`config.mk`:
```
export PLATFORM = sky130hd
export DESIGN_NAME = multicycle_sequencer
export DESIGN_NICKNAME = d
export VERILOG_FILES = /design/src/rtl/multicycle_sequencer.sv
export SDC_FILE = /design/constraint.sdc
export NUM_CORES = 1
export LEC_CHECK = 0
export BUFFER_PORTS_ARGS = -buffer_cell sky130_fd_sc_hd__buf_2
export CORE_AREA = 2 2 57 59
export CTS_CLUSTER_DIAMETER = 150
export DETAILED_ROUTE_END_ITERATION = 8
export DIE_AREA = 0 0 59 61
export GPL_ROUTABILITY_DRIVEN = 1
export PLACE_DENSITY = 0.8
export SYNTH_ARGS = -nofsm -noshare
export SYNTH_HDL_FRONTEND = slang
export SYNTH_SLANG_ARGS = --single-unit
```
`constraint.sdc`:
```
create_clock -name clock -period 3.7 [get_ports clock]
set_input_delay 0.74 -clock clock [delete_from_list [all_inputs] [get_ports clock]]
set_output_delay 0.74 -clock clock [all_outputs]
set_load 0.03 [all_outputs]
```
`src/rtl/multicycle_sequencer.sv`:
```
// Multi-cycle fetch/decode/execute controller for the 19-bit processor.
// Optional return stack enabled by defining CALL_STACK_EN.
module multicycle_sequencer #(
  parameter int PC_W    = 12,
  parameter int STACK_D = 8
) (
  input  logic            clock,
  input  logic            rst,
  output logic            instrReq,
  input  logic            instrAck,
  input  logic [18:0]     instr,
  input  logic [PC_W-1:0] pcIn,
  input  logic            zeroFlag,
  input  logic            carryFlag,
  output logic            memRead,
  output logic            memWrite,
  input  logic            memAck,
  output logic [2:0]      ALUfunction,
  output logic [1:0]      sh_roFunction,
  output logic            selectAluArg,
  output logic            selectR2,
  output logic [1:0]      selectToWrite,
  output logic            regWrite,
  output logic            enableZero,
  output logic            enableCarry,
  output logic            pcWrite,
  output logic [1:0]      pcSel,
  output logic [PC_W-1:0] stackTop,
  output logic            illegal,
  output logic [2:0]      state
);

  typedef enum logic [2:0] {
    FETCH  = 3'd0,
    DECODE = 3'd1,
    EXEC   = 3'd2,
    MEM    = 3'd3,
    WB     = 3'd4
  } state_t;

  typedef enum logic [3:0] {
    C_ALU, C_SHIFT, C_LDM, C_STM, C_BR, C_JMP, C_JSB, C_RET, C_ILL
  } cls_t;

  state_t     cur;
  cls_t       cls;
  cls_t       ackCls;
  logic [2:0] irFunc;
  logic       fault;
  logic       decFault;
  logic       jsbFault;
  logic       retFault;
  logic       branchTaken;
  logic [1:0] execPcSel;
  logic [1:0] ackSelWr;
  logic       unusedInstr;

  function automatic cls_t classify(input logic [18:0] w);
    cls_t c;
    c = C_ILL;
    case (w[18:16])
      3'b000, 3'b001, 3'b010, 3'b011: c = C_ALU;
      3'b110: c = C_SHIFT;
      3'b100: c = (w[15:14] == 2'b00) ? C_LDM : (w[15:14] == 2'b01) ? C_STM : C_ILL;
      3'b101: c = C_BR;
      3'b111: begin
        case (w[15:14])
          2'b00:   c = C_JMP;
          2'b01:   c = C_JSB;
          2'b10:   c = C_RET;
          default: c = C_ILL;
        endcase
      end
      default: c = C_ILL;
    endcase
    return c;
  endfunction

  assign ackCls        = classify(instr);
  assign unusedInstr   = ^instr[13:0];
  assign state         = cur;
  assign ALUfunction   = irFunc;
  assign sh_roFunction = irFunc[1:0];

  always_comb begin
    ackSelWr = 2'b00;
    case (ackCls)
      C_SHIFT: ackSelWr = 2'b01;
      C_LDM:   ackSelWr = 2'b10;
      default: ackSelWr = 2'b00;
    endcase
  end

  always_comb begin
    decFault = 1'b0;
    case (cls)
      C_ILL:   decFault = 1'b1;
      C_JSB:   decFault = jsbFault;
      C_RET:   decFault = retFault;
      default: decFault = 1'b0;
    endcase
  end

  always_comb begin
    branchTaken = 1'b0;
    case (irFunc[1:0])
      2'b00:   branchTaken = zeroFlag;
      2'b01:   branchTaken = !zeroFlag;
      2'b10:   branchTaken = carryFlag;
      default: branchTaken = !carryFlag;
    endcase
  end

  always_comb begin
    execPcSel = 2'b00;
    if (!fault) begin
      case (cls)
        C_BR:         execPcSel = branchTaken ? 2'b01 : 2'b00;
        C_JMP, C_JSB: execPcSel = 2'b10;
        C_RET:        execPcSel = 2'b11;
        default:      execPcSel = 2'b00;
      endcase
    end
  end

`ifdef CALL_STACK_EN
  localparam int SP_W  = $clog2(STACK_D + 1);
  localparam int IDX_W = (STACK_D > 1) ? $clog2(STACK_D) : 1;

  logic [PC_W-1:0] stackMem [STACK_D];
  logic [SP_W-1:0] sp;

  assign jsbFault = (sp == SP_W'(STACK_D));
  assign retFault = (sp == '0);
  assign stackTop = retFault ? '0 : stackMem[IDX_W'(sp - 1'b1)];

  always_ff @(posedge clock) begin
    if (cur == EXEC && !fault && cls == C_JSB)
      stackMem[IDX_W'(sp)] <= pcIn + 1'b1;
  end

  // Push in EXEC, pop after WB so the return address is still on stackTop while the PC loads it.
  always_ff @(posedge clock or negedge rst) begin
    if (!rst)
      sp <= '0;
    else if (cur == EXEC && !fault && cls == C_JSB)
      sp <= sp + 1'b1;
    else if (cur == WB && !fault && cls == C_RET)
      sp <= sp - 1'b1;
  end
`else
  logic unusedStack;

  assign jsbFault    = 1'b1;
  assign retFault    = 1'b1;
  assign stackTop    = '0;
  assign unusedStack = ^pcIn ^ (STACK_D != 0);
`endif

  always_ff @(posedge clock or negedge rst) begin
    if (!rst) begin
      cur           <= FETCH;
      cls           <= C_ILL;
      irFunc        <= '0;
      fault         <= 1'b0;
      instrReq      <= 1'b0;
      memRead       <= 1'b0;
      memWrite      <= 1'b0;
      selectAluArg  <= 1'b0;
      selectR2      <= 1'b0;
      selectToWrite <= '0;
      regWrite      <= 1'b0;
      enableZero    <= 1'b0;
      enableCarry   <= 1'b0;
      pcWrite       <= 1'b0;
      pcSel         <= '0;
      illegal       <= 1'b0;
    end else begin
      enableZero  <= 1'b0;
      enableCarry <= 1'b0;
      illegal     <= 1'b0;
      case (cur)
        FETCH: begin
          if (!instrReq) begin
            instrReq <= 1'b1;
          end else if (instrAck) begin
            instrReq      <= 1'b0;
            irFunc        <= instr[16:14];
            cls           <= ackCls;
            selectAluArg  <= (instr[18:17] == 2'b00);
            selectR2      <= (ackCls != C_STM);
            selectToWrite <= ackSelWr;
            cur           <= DECODE;
          end
        end
        DECODE: begin
          fault       <= decFault;
          illegal     <= decFault;
          enableZero  <= (cls == C_ALU);
          enableCarry <= (cls == C_ALU);
          cur         <= EXEC;
        end
        EXEC: begin
          if (!fault && cls == C_LDM) begin
            memRead <= 1'b1;
            cur     <= MEM;
          end else if (!fault && cls == C_STM) begin
            memWrite <= 1'b1;
            cur      <= MEM;
          end else begin
            pcWrite  <= 1'b1;
            regWrite <= !fault && (cls == C_ALU || cls == C_SHIFT);
            pcSel    <= execPcSel;
            cur      <= WB;
          end
        end
        MEM: begin
          if (memAck) begin
            memRead  <= 1'b0;
            memWrite <= 1'b0;
            pcWrite  <= 1'b1;
            regWrite <= (cls == C_LDM);
            pcSel    <= 2'b00;
            cur      <= WB;
          end
        end
        WB: begin
          pcWrite  <= 1'b0;
          regWrite <= 1'b0;
          pcSel    <= 2'b00;
          instrReq <= 1'b1;
          cur      <= FETCH;
        end
        default: cur <= FETCH;
      endcase
    end
  end

endmodule

```
==> flow_summary.toml, run 1 <==
[cts]
clk_latency_ns = 0.31
cts_num_sinks = 24
cts-root-buf = "clkbuf_4"
clockBufferDepth = 2
cts_htree_levels = 1
cts_buffers = 3
post_cts_resized = 0
post_cts_buffers = 0
clk_pin_slew_worst_paths_ns = 0.13
cts_tree = "built"
ctsHoldBuffers = 0

[synthesis]
synth_warnings = 0
synth.avg_cell_area_um2 = 9.39
ys.flop_type = "dfrtp_1"
synthDistinctLibCells = 46
synth-edff-count = 0
netlist_area_mm2 = 0.00142
syn_inst = 151
async_flop_share = 1.00
synth-seq-cells = 24
seq_area_frac_synth = 0.425

[global_routing]
grt_max_degree = 25
grt_pass1_vias = 962
overflow = 0
antenna_found_initial = 0
grt_usage = 0.153
grt_pass1_wl_um = 4200

[sta]
finalHoldViolCount = 0
setup_viol = 0
slew_viol_final = 0
relSlewSlack = 0.615
min_period_ns = 2.06
max_freq_mhz = 486
finalCritPeriodShare = 0.556
timing.hold.ws_ns = 0.381
fin_skew_ns = 0.0108
tightest_slew_ns = 0.573
totalNegativeSetupSlack_ns = 0
rsz0062_at_grt = "false"
layout_setup_ws_ns = 1.64

[finish]
layout_commonest_cell = "buf_2"
syn2layout_area_growth_pct = 6.97
final_cells = 207
finalNetCount = 216
drive_gt1_frac = 0.247
antenna_cells = 0
layout.cells.most_common_list = "buf_2 (32), dfrtp_1 (23), nand2_1 (23)"
fin_area_mm2 = 0.00152

[placed_design]
pre_cts_ws_ns = 1.81
routabilityCongestion = 0.762
io_buffers = 32
placed_cell_area_mm2 = 0.00149
dp_cells = 203
dpl.hpwl_um = 1870

[detailed_routing]
drtIter0Drc = 17
wl_per_cell_um = 12.1
drt-total-wl_um = 2500
firstDrtPassIters = 4
antenna_left = 0
drc = 0
via_count = 1096
vias_per_cell = 5.29

[critical_path]
slowest_delay_ns = 0.71
cp_max_fo = 20
cp_slowest_cell = "dfrtp_1"
required_ns = 2.96
cp_data_arrival_time_ns = 1.32
cp.buffers_inverters = 1
crit_family = "flip-flops"
crit_path_start_kind = "register"
setup.worst_path.class = "reg -> out"
end_kind = "output port"
crit_chain = "buf_2"

[die]
ioPinCount = 71
dieWidth_um = 59
die-area_mm2 = 0.00360
start_util = 0.480
row_count = 20
die_h_um = 61
core-area_mm2 = 0.00295

[outcome]
outcome = "complete, no violations"

[hold_path]
hp-class = "in -> async"

[pwr]
ir_drop_mv = 0.286
powerDensity_mw_per_mm2 = 813
p_leak_uw = 0.000739

[run]
maxCapViolations = 0
[kinds of logic (layout without fill, tap and decap cells)]
| kind of cell | Yosys count | in the layout | synth area share |
|---|---|---|---|
| mux | 1 | 1 | 0.00706 |
| simple gates | 59 | 59 | 0.222 |
| flops | 24 | 24 | 0.425 |
| xor+xnor | 1 | 1 | 0.00618 |
| compound gates | 33 | 33 | 0.172 |
| other cells | 1 | 12 | 0.00265 |
| fa+ha+maj | 4 | 4 | 0.0353 |
| buf+inv | 28 | 40 | 0.131 |
[final timing paths]
path / start / end / slack [ns] / depth (start not counted)
hold / removal: rst / pcWrite / 0.38 / 1
setup reg to reg: state[0] / selectToWrite[1] / 1.90 / 2
min in group clock: pcWrite / pcWrite / 0.49 / 1
hold reg to reg: pcWrite / pcWrite / 0.49 / 1
max in group asynchronous: rst / cls[3] / 2.94 / 1
setup / recovery: state[0] / state[0] / 1.64 / 1
[area by class of cell]
cell class | count | area (µm²)
multi-input cells | 110 | 672
repair buffers | 32 | 160
fillers | 304 | 1440
clock buffers | 4 | 26.3
well taps | 33 | 41.3
inverters | 4 | 15.0
flip-flops and latches | 24 | 602
[flip-flops by register name, indices dropped and copies added (netlist names), 2 cells and up]
name and count:
cls 4, state 3, pcSel 2, ALUfunction 3, selectToWrite 2
[report_power, final]
part / total, µW / leakage (µW) / switching (µW) / internal [µW]
clock network: 116 / 0.0000150 / 73.6 / 42.0
logic: 623 / 0.000427 / 405 / 218
registers: 494 / 0.000297 / 132 / 362
[synthesized netlist by cell type (2+ instances only)]
cell	count	area, µm²
dfrtp_1	23	576
clkbuf_1	4	15.0
o21ai_0	5	25.0
nor2b_1	2	12.5
a22o_1	2	17.5
nor2_1	14	52.6
nand3b_1	2	15.0
o21ai_1	4	20.0
nand2b_1	2	12.5
inv_1	4	15.0
buf_6	3	33.8
a21oi_1	7	35.0
ha_1	4	50.1
nand2_1	23	86.3
o41ai_2	2	32.5
nor3_1	2	10.0
a31oi_1	4	25.0
nor3b_1	2	15.0
buf_4	15	113
[through the flow]
step / util / total power (µW)
2_1_floorplan: - / 1020
3_3_place_gp: 0.505 / 1120
3_5_place_dp: 0.505 / 1130
4_1_cts: 0.514 / 1250
5_1_grt: 0.514 / 1330
6_report: 0.514 / 1230
[layer usage]
metal	wire length [µm]	track usage
met5	0	0
met4	13	0.0487
met3	94	0.0256
met2	1260	0.268
met1	1130	0.192
No activity file was read; power rests on OpenSTA's default activity.
==> inputs of run 2 (changes only) <==
Settings changed: CORE_AREA 2 2 57 59 to 2 2 60 62, DIE_AREA 0 0 59 61 to 0 0 62 64, PLACE_DENSITY 0.8 to 0.73.
Clock period 3.7 ns to 1.9 ns, I/O delays scaled along.
==> flow_summary.toml, run 2 (synthesis gave the netlist of run 1 again) <==
[cts]
clk_pin_slew_worst_paths_ns = 0.13
cts_buffers = 3
cts_tree = "built"
clockBufferDepth = 2
cts_num_sinks = 24
post_cts_buffers = 0
cts_htree_levels = 1
cts-root-buf = "clkbuf_4"
ctsHoldBuffers = 0
post_cts_resized = 0
clk_latency_ns = 0.31

[die]
die_h_um = 64
start_util = 0.432
row_count = 21
die-area_mm2 = 0.00397
core-area_mm2 = 0.00328
dieWidth_um = 62
ioPinCount = 71

[global_routing]
grt_usage = 0.142
antenna_found_initial = 0
grt_pass1_vias = 961
grt_pass1_wl_um = 4370
overflow = 0
grt_max_degree = 25

[finish]
drive_gt1_frac = 0.260
layout_commonest_cell = "buf_2"
top_register = "cls"
largest_reg_flops = 4
fin_area_mm2 = 0.00156
fin_util = 0.474
finalNetCount = 219
fill_cells = 336
syn2layout_area_growth_pct = 9.71
antenna_cells = 0
layout.cells.most_common_list = "buf_2 (32), dfrtp_1 (23), nand2_1 (23)"

[detailed_routing]
antenna_left = 0
via_count = 1104
drtIter0Drc = 29
drt-total-wl_um = 2690
vias_per_cell = 4.95
firstDrtPassIters = 4
drc = 0
wl_per_cell_um = 12.0

[pwr]
p_leak_uw = 0.000755
ir_drop_mv = 0.513
powerDensity_mw_per_mm2 = 1580
p_sw_uw = 1210
clkPwrFrac = 0.095
p_int_uw = 1240
pwr-share-comb = 0.523
swShare = 0.495
p_seq_frac = 0.382

[critical_path]
reg2reg_to = "selectToWrite[1]"
end_kind = "register"
r2r_start = "state[1]"
crit_path_start_kind = "register"
cp_data_arrival_time_ns = 1.89
cp_max_fo = 16
reg2regPathDepth = 2
required_ns = 2.12
setup.worst_path.class = "reg -> reg"
reg2reg_slack_ns = 0.23

[sta]
fin_skew_ns = 0.00312
relSlewSlack = 0.647
tightest_slew_ns = 0.529
min_period_ns = 1.67
layout_setup_ws_ns = 0.233
totalNegativeSetupSlack_ns = 0
slew_viol_final = 0
max_freq_mhz = 600
setup_viol = 0
finalCritPeriodShare = 0.878
finalHoldViolCount = 0
rsz0062_at_grt = "false"

[outcome]
outcome = "complete, no violations"

[placed_design]
pre_cts_ws_ns = 0.260
io_buffers = 32
routabilityCongestion = 0.751
dpl.hpwl_um = 1890
placed_cell_area_mm2 = 0.00153

[run]
maxCapViolations = 0

[hold_path]
hp-class = "in -> async"
run 2: critical path: stages (launching register included):
cell and delay [ns]:
dfrtp_1 0.57, or4_4 0.71, o41ai_2 0.30
run 2: layer usage:
metal	routed length (µm)	vias to the layer above	track usage
li1	-	547	-
met1	1220	523	0.198
met2	1330	32	0.221
met3	103	2	0.0121
met4	34	0	0.0559
met5	0	-	0
run 2: layout make-up:
| cell class | count | area (µm²) | area share |
|---|---|---|---|
| Clock buffer | 4 | 26.3 | 0.0169 |
| Inverter | 4 | 15.0 | 0.00965 |
| Multi-Input combinational cell | 110 | 672 | 0.432 |
| Sequential cell | 24 | 602 | 0.387 |
| Tap cell | 46 | 57.6 | 0.0370 |
| Timing Repair Buffer | 35 | 183 | 0.117 |
run 2: stage by stage:
step                cells  total power, µW  hold slack (ns)
floorplan             162             2000           0.0844
global placement      219             2220            0.389
detailed placement    219             2230            0.388
CTS                   223             2470           0.0355
global route          223             2650           0.0487
finish                223             2450           0.0257
run 2: how the worst max path moves through the flow:
stage / from / endpoint / cells past startpoint
finish: state[1] / selectToWrite[1] / 2
global route: state[1] / pcSel[1] / 4
CTS: state[1] / selectToWrite[1] / 2
detailed placement: state[1] / selectToWrite[1] / 2
global placement: state[1] / selectToWrite[1] / 2
floorplan: state[0] / selectAluArg / 6
run 2: power groups by stage:
stage	Sequential, µW	Clock, µW	Combinational, µW
floorplan	1160	0	840
global placement	946	0	1270
detailed placement	952	0	1280
CTS	940	238	1290
global route	979	264	1410
finish	937	233	1280
==> inputs of run 3 (changes only) <==
Settings changed: CORE_AREA 2 2 60 62 to 2 2 66 56, DIE_AREA 0 0 62 64 to 0 0 68 58, PLACE_DENSITY 0.73 to 0.74.
==> flow_summary.toml, run 3 (synthesis gave the netlist of run 1 again) <==
[finish]
final_cells = 221
finalNetCount = 221
layout.cells.most_common_list = "buf_2 (32), dfrtp_1 (23), nand2_1 (23)"
antenna_cells = 0
largest_reg_flops = 4
syn2layout_area_growth_pct = 13.7
fin_area_mm2 = 0.00161
drive_gt1_frac = 0.274
layout_commonest_cell = "buf_2"
top_register = "cls"

[detailed_routing]
drc = 0
via_count = 1134
drtIter0Drc = 56
firstDrtPassIters = 4
wl_per_cell_um = 12.7
drt-total-wl_um = 2800
vias_per_cell = 5.13
antenna_left = 0

[die]
dieWidth_um = 68
die-area_mm2 = 0.00394
start_util = 0.432
die_h_um = 58
core-area_mm2 = 0.00328
row_count = 19
ioPinCount = 71

[sta]
finalHoldViolCount = 0
finalCritPeriodShare = 0.893
totalNegativeSetupSlack_ns = 0
setup_viol = 0
timing.hold.ws_ns = 0.0734
relSlewSlack = 0.647
fin_skew_ns = 0.0133
slew_viol_final = 0
tightest_slew_ns = 0.529
layout_setup_ws_ns = 0.204
max_freq_mhz = 590
min_period_ns = 1.70
rsz0062_at_grt = "false"

[placed_design]
pre_cts_ws_ns = 0.168
io_buffers = 32
dp_cells = 217
dpl.hpwl_um = 2050
placed_cell_area_mm2 = 0.00154
routabilityCongestion = 0.804

[global_routing]
grt_max_degree = 25
overflow = 0
grt_pass1_wl_um = 4540
grt_usage = 0.154
antenna_found_initial = 0
grt_pass1_vias = 961

[outcome]
outcome = "complete, no violations"

[critical_path]
required_ns = 2.08
cp_max_fo = 16
reg2reg_slack_ns = 0.20
setup.worst_path.class = "reg -> reg"
cp_data_arrival_time_ns = 1.88
reg2reg_to = "regWrite"
r2r_start = "state[1]"
reg2regPathDepth = 4
crit_path_start_kind = "register"
end_kind = "register"

[run]
maxCapViolations = 0

[hold_path]
hp-class = "in -> async"

[cts]
cts_htree_levels = 1
cts_num_sinks = 24
clk_latency_ns = 0.27
clockBufferDepth = 2
cts-root-buf = "clkbuf_8"
cts_tree = "built"
cts_buffers = 3
clk_pin_slew_worst_paths_ns = 0.09

[pwr]
p_leak_uw = 0.000786
powerDensity_mw_per_mm2 = 1680
ir_drop_mv = 0.607
run 3: cell types whose count changed in the layout (fill, tap and decap cells not counted):
cell and delta:
buf_4 +2, a2111oi_1 +1, clkbuf_1 -1, clkbuf_8 +3, clkbuf_4 -3, a2111oi_0 -1
bufinv_16 +1
run 3: power by group:
group	internal, µW	switching (µW)
logic	475	852
clock network	282	165
registers	707	230
run 3: repair_timing:
action	in CTS	in global routing
hold buffers	0	0
endpoints found under the setup margin	0	1
setup buffers	0	0
gates resized for setup	0	1
run 3: routing by layer:
| metal | share of wire | global-route usage |
|---|---|---|
| met4 | 0.0075 | 0.0343 |
| met5 | 0 | 0 |
| met2 | 0.43 | 0.225 |
| met1 | 0.48 | 0.228 |
| met3 | 0.087 | 0.0427 |
run 3: area by class of cell:
class / instances / area [µm²]
clock buffer: 3 / 41.3
tap: 42 / 52.6
inverter: 4 / 15.0
clock inverter: 1 / 30.0
timing repair buffer: 37 / 198
fill: 309 / 1670
multi-input combinational: 110 / 673
sequential: 24 / 602
run 3: worst max-delay path by stage:
stage / from / end / slack [ns] / cells past startpoint
detailed placement: state[1] / regWrite / 0.17 / 4
floorplan: state[0] / selectAluArg / 0.18 / 6
CTS: state[1] / regWrite / 0.16 / 4
finish: state[1] / regWrite / 0.20 / 4
global route: state[1] / regWrite / 0.04 / 4
global placement: state[1] / selectToWrite[1] / 0.24 / 2
run 3: worst max-delay path, stage by stage (launching register included):
cell and delay (ns):
dfrtp_1 0.56, nor2b_1 0.27, a2111oi_1 0.48, a31oi_1 0.11
o41ai_2 0.20
run 3: metrics by stage:
| stage | util | power [µW] |
|---|---|---|
| after floorplan | - | 2000 |
| after global placement | 0.469 | 2240 |
| final | 0.491 | 2710 |
| after global routing | 0.491 | 2920 |
| after CTS | 0.491 | 2730 |
| after detailed placement | 0.469 | 2270 |
